==> src/rtl/bit_serializer.sv <==
// Parallel-to-serial feeder for the SynFifo write port.
// Words arrive on a valid/ready handshake and are shifted out MSB-first, one bit
// for each cycle the FIFO can take it. An even-parity bit can optionally follow
// each word. A new word can be accepted while the last bit of the previous word
// is being written, so streaming has no gaps.
module bit_serializer #(
  parameter int DATA_W    = 8,
  parameter bit PARITY_EN = 1'b0
) (
  input  logic              CLK,
  input  logic              RESET,
  input  logic [DATA_W-1:0] byteIn,
  input  logic              byteValid,
  output logic              byteReady,
  input  logic              bFull,
  output logic              wEN,
  output logic              dIn,
  output logic              busy,
  output logic              frameDone
);

  localparam int CW = $clog2(DATA_W);

  typedef enum logic [1:0] {
    IDLE   = 2'd0,
    SHIFT  = 2'd1,
    PARITY = 2'd2
  } state_t;

  state_t            state_q, state_d;
  logic [DATA_W-1:0] shreg_q, shreg_d;
  logic [CW-1:0]     cnt_q, cnt_d;
  logic              par_q, par_d;
  logic              fdone_q, fdone_d;

  logic writing;
  logic last_bit;
  logic accept;
  logic ser_bit;

  // Handshake and write-port decode; RESET gates outputs in the reset cycle itself
  always_comb begin
    writing  = !RESET && (state_q == SHIFT || state_q == PARITY) && !bFull;
    last_bit = writing &&
               ((state_q == SHIFT && cnt_q == CW'(DATA_W - 1) && !PARITY_EN) ||
                state_q == PARITY);
    accept   = byteValid && !RESET && (state_q == IDLE || last_bit);
    ser_bit  = 1'b0;
    if (!RESET) begin
      if (state_q == SHIFT) begin
        ser_bit = shreg_q[DATA_W-1];
      end else if (state_q == PARITY) begin
        ser_bit = par_q;
      end
    end
  end

  assign byteReady = !RESET && (state_q == IDLE || last_bit);
  assign wEN       = writing;
  assign dIn       = ser_bit;
  assign busy      = !RESET && (state_q != IDLE);
  assign frameDone = fdone_q && !RESET;

  // Next-state: shift and count advance only on cycles that actually write
  always_comb begin
    state_d = state_q;
    shreg_d = shreg_q;
    cnt_d   = cnt_q;
    par_d   = par_q;
    fdone_d = last_bit;
    unique case (state_q)
      IDLE: begin
        if (accept) begin
          state_d = SHIFT;
          shreg_d = byteIn;
          cnt_d   = '0;
          par_d   = ^byteIn;
        end
      end
      SHIFT: begin
        if (writing) begin
          if (cnt_q == CW'(DATA_W - 1)) begin
            if (PARITY_EN) begin
              state_d = PARITY;
            end else if (accept) begin
              state_d = SHIFT;
              shreg_d = byteIn;
              cnt_d   = '0;
              par_d   = ^byteIn;
            end else begin
              state_d = IDLE;
            end
          end else begin
            shreg_d = {shreg_q[DATA_W-2:0], 1'b0};
            cnt_d   = cnt_q + 1'b1;
          end
        end
      end
      PARITY: begin
        if (writing) begin
          if (accept) begin
            state_d = SHIFT;
            shreg_d = byteIn;
            cnt_d   = '0;
            par_d   = ^byteIn;
          end else begin
            state_d = IDLE;
          end
        end
      end
      default: state_d = IDLE;
    endcase
  end

  // State and datapath registers with synchronous reset
  always_ff @(posedge CLK) begin
    if (RESET) begin
      state_q <= IDLE;
      shreg_q <= '0;
      cnt_q   <= '0;
      par_q   <= 1'b0;
      fdone_q <= 1'b0;
    end else begin
      state_q <= state_d;
      shreg_q <= shreg_d;
      cnt_q   <= cnt_d;
      par_q   <= par_d;
      fdone_q <= fdone_d;
    end
  end

endmodule
==> config.mk <==
export PLATFORM = sky130hd
export DESIGN_NAME = bit_serializer
export DESIGN_NICKNAME = d
export VERILOG_FILES = /design/src/rtl/bit_serializer.sv
export SDC_FILE = /design/constraint.sdc
export NUM_CORES = 1
export LEC_CHECK = 0
export BUFFER_PORTS_ARGS = -buffer_cell sky130_fd_sc_hd__buf_2
export CAP_MARGIN = 20
export CORE_ASPECT_RATIO = 0.9
export CORE_MARGIN = 4
export CORE_UTILIZATION = 45
export CTS_BUF_LIST = sky130_fd_sc_hd__clkbuf_2 sky130_fd_sc_hd__clkbuf_4 sky130_fd_sc_hd__clkbuf_8
export DETAILED_ROUTE_END_ITERATION = 16
export GPL_ROUTABILITY_DRIVEN = 0
export PLACE_DENSITY = 0.67
export SYNTH_ARGS = -nofsm -noshare
export SYNTH_HDL_FRONTEND = slang
export SYNTH_SLANG_ARGS = --single-unit
export TNS_END_PERCENT = 50
==> constraint.sdc <==
create_clock -name CLK -period 3.87 [get_ports CLK]
set_clock_uncertainty 0.1 [all_clocks]
set_input_delay 0.387 -clock CLK [delete_from_list [all_inputs] [get_ports CLK]]
set_output_delay 0.387 -clock CLK [all_outputs]
set_load 0.01 [all_outputs]
==> run summary <==
status: finished clean
setup tns final: 0 ns
fin crit share: 49.3%
initial antenna violation count: 0
core footprint: 1310 um2
leading cell types by total area after synthesis: dfxtp_1, o221a_2, a21oi_1, inv_1, buf_6
critical path startpoint category: flop
RSZ-0062 raised after global routing: no
Worst Path Buf+Inv: 1
clock power share: 32.8%
Max Slew Vio Count: 0
Final nets: 97
Yosys warning total: 0
antenna cells: 0
Critical Path Slowest Stage Cell: dfxtp_1
Static Leak: 0.332 nW
Synth Cell Area: 656 um2
count leader, synth: dfxtp_1
final core occ: 57.4%
endpoints failing hold: 0
H-tree levels: 1
crit-path most repeated cell: ha_1
CP Cell Sequence: ha_1 -> ha_1 -> nand2b_4 -> a21oi_1 -> buf_2
antenna-violating nets left: 0
CTS tree: yes
wire length per cell: 12.7 um
DRC: 0
placed cell count: 92
die area: 2130 um2
worst vdd ir: 0.000212 V
Synth Area in Adders: 3.82%
Via Count: 498
Unique masters post-synth: 21
IO Port Bufs: 16
clk sinks: 13
post-synthesis simple-gate area fraction: 17.4%
list of most frequent post-synthesis cells: dfxtp_1, a21oi_1, inv_1
switch share: 25.1%
GR Util All Layers: 13.1%
clock slew at the register clock pins of the worst setup and hold paths: 0.08 ns
# setup viols final: 0
Synth Area in Compound Gates: 28.8%
final std cells w/o fill: 96
RR Endpoint: shreg_q[7]
Tmin final: 1.91 ns
Clock Path Buffers: 2
GRT overflow: 0
Synth Area in XOR/XNOR: 0%
Tightest Pin Transition: 0.456 ns
synthesized instance count: 65
syn_area_per_cell: 10.1 um2
Worst R2R Start: cnt_q[0]
FFs w/ async S/R, synth: 0%
crit path from: cnt_q[0]
ys flop type: dfxtp_1
r2r worst-path depth: 5
CP max FO: 4
area grow syn2layout: 14.3%
Post-Syn Nets: 79
Rows: 12
Post-CTS Setup Bufs: 0
WP depth: 5
post-synth top area share: 39.7%
Int Power: 0.208 mW
post-cts sizing count: 0
crit path kind: flop to primary output
final wirelength: 1220 um
hold buffer count at CTS: 0
Crit path arrival time: 1.42 ns
worst path required time: 3.38 ns
clk root buf: clkbuf_4
Worst-Skew Late Latency: 0.28 ns
fin area: 749 um2
number of CTS-inserted buffers: 3
first-pass GRT wire length: 1930 um
die width: 48.2 um
initial core utilization: 50.2%
area leader, netlist: dfxtp_1
Worst path top cell family by delay: adder cells
number of synthesized flops with an enable pin: 0
CP Capture Point: byteReady
largest family of logic cells by synthesized area: compound AO/OA/AOI/OAI gates
Comb pwr share: 14.2%
Crit. End Element: primary output
Worst Hold Class: input port to flop
max_cap viols: 0
Fmax achieved: 524 MHz
largest net degree at the start of global routing: 20
Sw Pwr: 0.0699 mW
initial DRC count: 12
mux cell area share after synthesis: 0%
max_slew headroom: 69.6%
die height: 44.2 um
number of top-level pins: 17
post-DP HPWL: 846 um
reg-to-reg slack, setup: 2.04 ns
DRT Pass-1 Iters: 3
Sequential Power Share: 53.0%
power per cell area: 371 nW/um2
Placed Instance Area: 719 um2
slowest cell delay on critical path: 0.35 ns
vias in the first global route: 448
total power: 0.278 mW
via density per instance: 5.19
fraction of layout cells with a size suffix above 1: 39.0%
Seq/Total Area, Yosys: 39.7%
number of synthesized register bits: 13
==> worst min path at each step <==
stage          startpoint         end  slack, ns  cells after the start
2_1_floorplan    cnt_q[0]    cnt_q[0]       0.34                      1
3_3_place_gp     cnt_q[0]    cnt_q[0]       0.35                      1
3_5_place_dp     cnt_q[0]    cnt_q[0]       0.36                      1
4_1_cts         byteValid  state_q[0]       0.23                      3
5_1_grt         byteValid  state_q[0]       0.25                      3
6_report        byteValid  state_q[0]       0.23                      3
==> tightest hold or removal path: stages <==
cell and delay, ns:
buf_2 0.08, a21oi_1 0.03, nor2_1 0.07
==> stage by stage <==
step | hold slack, ns | setup WS [ns]
finish | 0.230 | 1.96
global placement | 0.355 | 2.05
detailed placement | 0.363 | 2.03
global route | 0.249 | 1.83
floorplan | 0.341 | 2.19
CTS | 0.228 | 1.94
==> metal layers <==
layer | wire [um] | GRT usage [%] | up-vias
li1 | - | - | 267
met1 | 538 | 14.1 | 221
met2 | 593 | 20.8 | 8
met3 | 82 | 7.32 | 2
met4 | 8 | 4.84 | 0
met5 | 0 | 0 | -
==> state kept, by name, summed over array words and instances (netlist names) <==
| register | flops |
|---|---|
| cnt_q | 3 |
| fdone_q | 1 |
| shreg_q | 8 |
| state_q | 1 |
==> layout make-up <==
class | instances | area, um2
clock buffer | 4 | 30.0
fill | 124 | 557
inverter | 9 | 33.8
multi-input combinational | 40 | 328
sequential | 13 | 260
tap | 14 | 17.5
timing repair buffer | 16 | 80.1
==> power groups by stage <==
stage	clock [mW]	combinational (mW)	sequential [mW]
after floorplan	0	0.0326	0.147
after global placement	0	0.0398	0.150
after detailed placement	0	0.0398	0.150
after CTS	0.0946	0.0402	0.147
after global routing	0.101	0.0443	0.148
final	0.0912	0.0396	0.147
==> cells by family (layout without fill, tap and decap cells) <==
kind of cell | Yosys count | count (layout)
flip-flops | 13 | 13
AO/OA/AOI/OAI | 23 | 23
adder cells (fa/ha/maj) | 2 | 2
buffers and inverters | 12 | 29
AND/OR/NAND/NOR | 15 | 15
==> layout by cell type, fill, tap and decap left out, drive strengths merged <==
cell / instances
a211oi: 1
a21o: 1
a21oi: 9
a221oi: 2
and2: 2
buf: 16
clkbuf: 4
dfxtp: 13
ha: 2
inv: 9
nand2: 1
nand2b: 4
nand3b: 2
nor2: 3
nor2b: 1
nor3: 1
nor3b: 1
o21ai: 3
o221a: 7
Power figures use the tool's default switching activity.
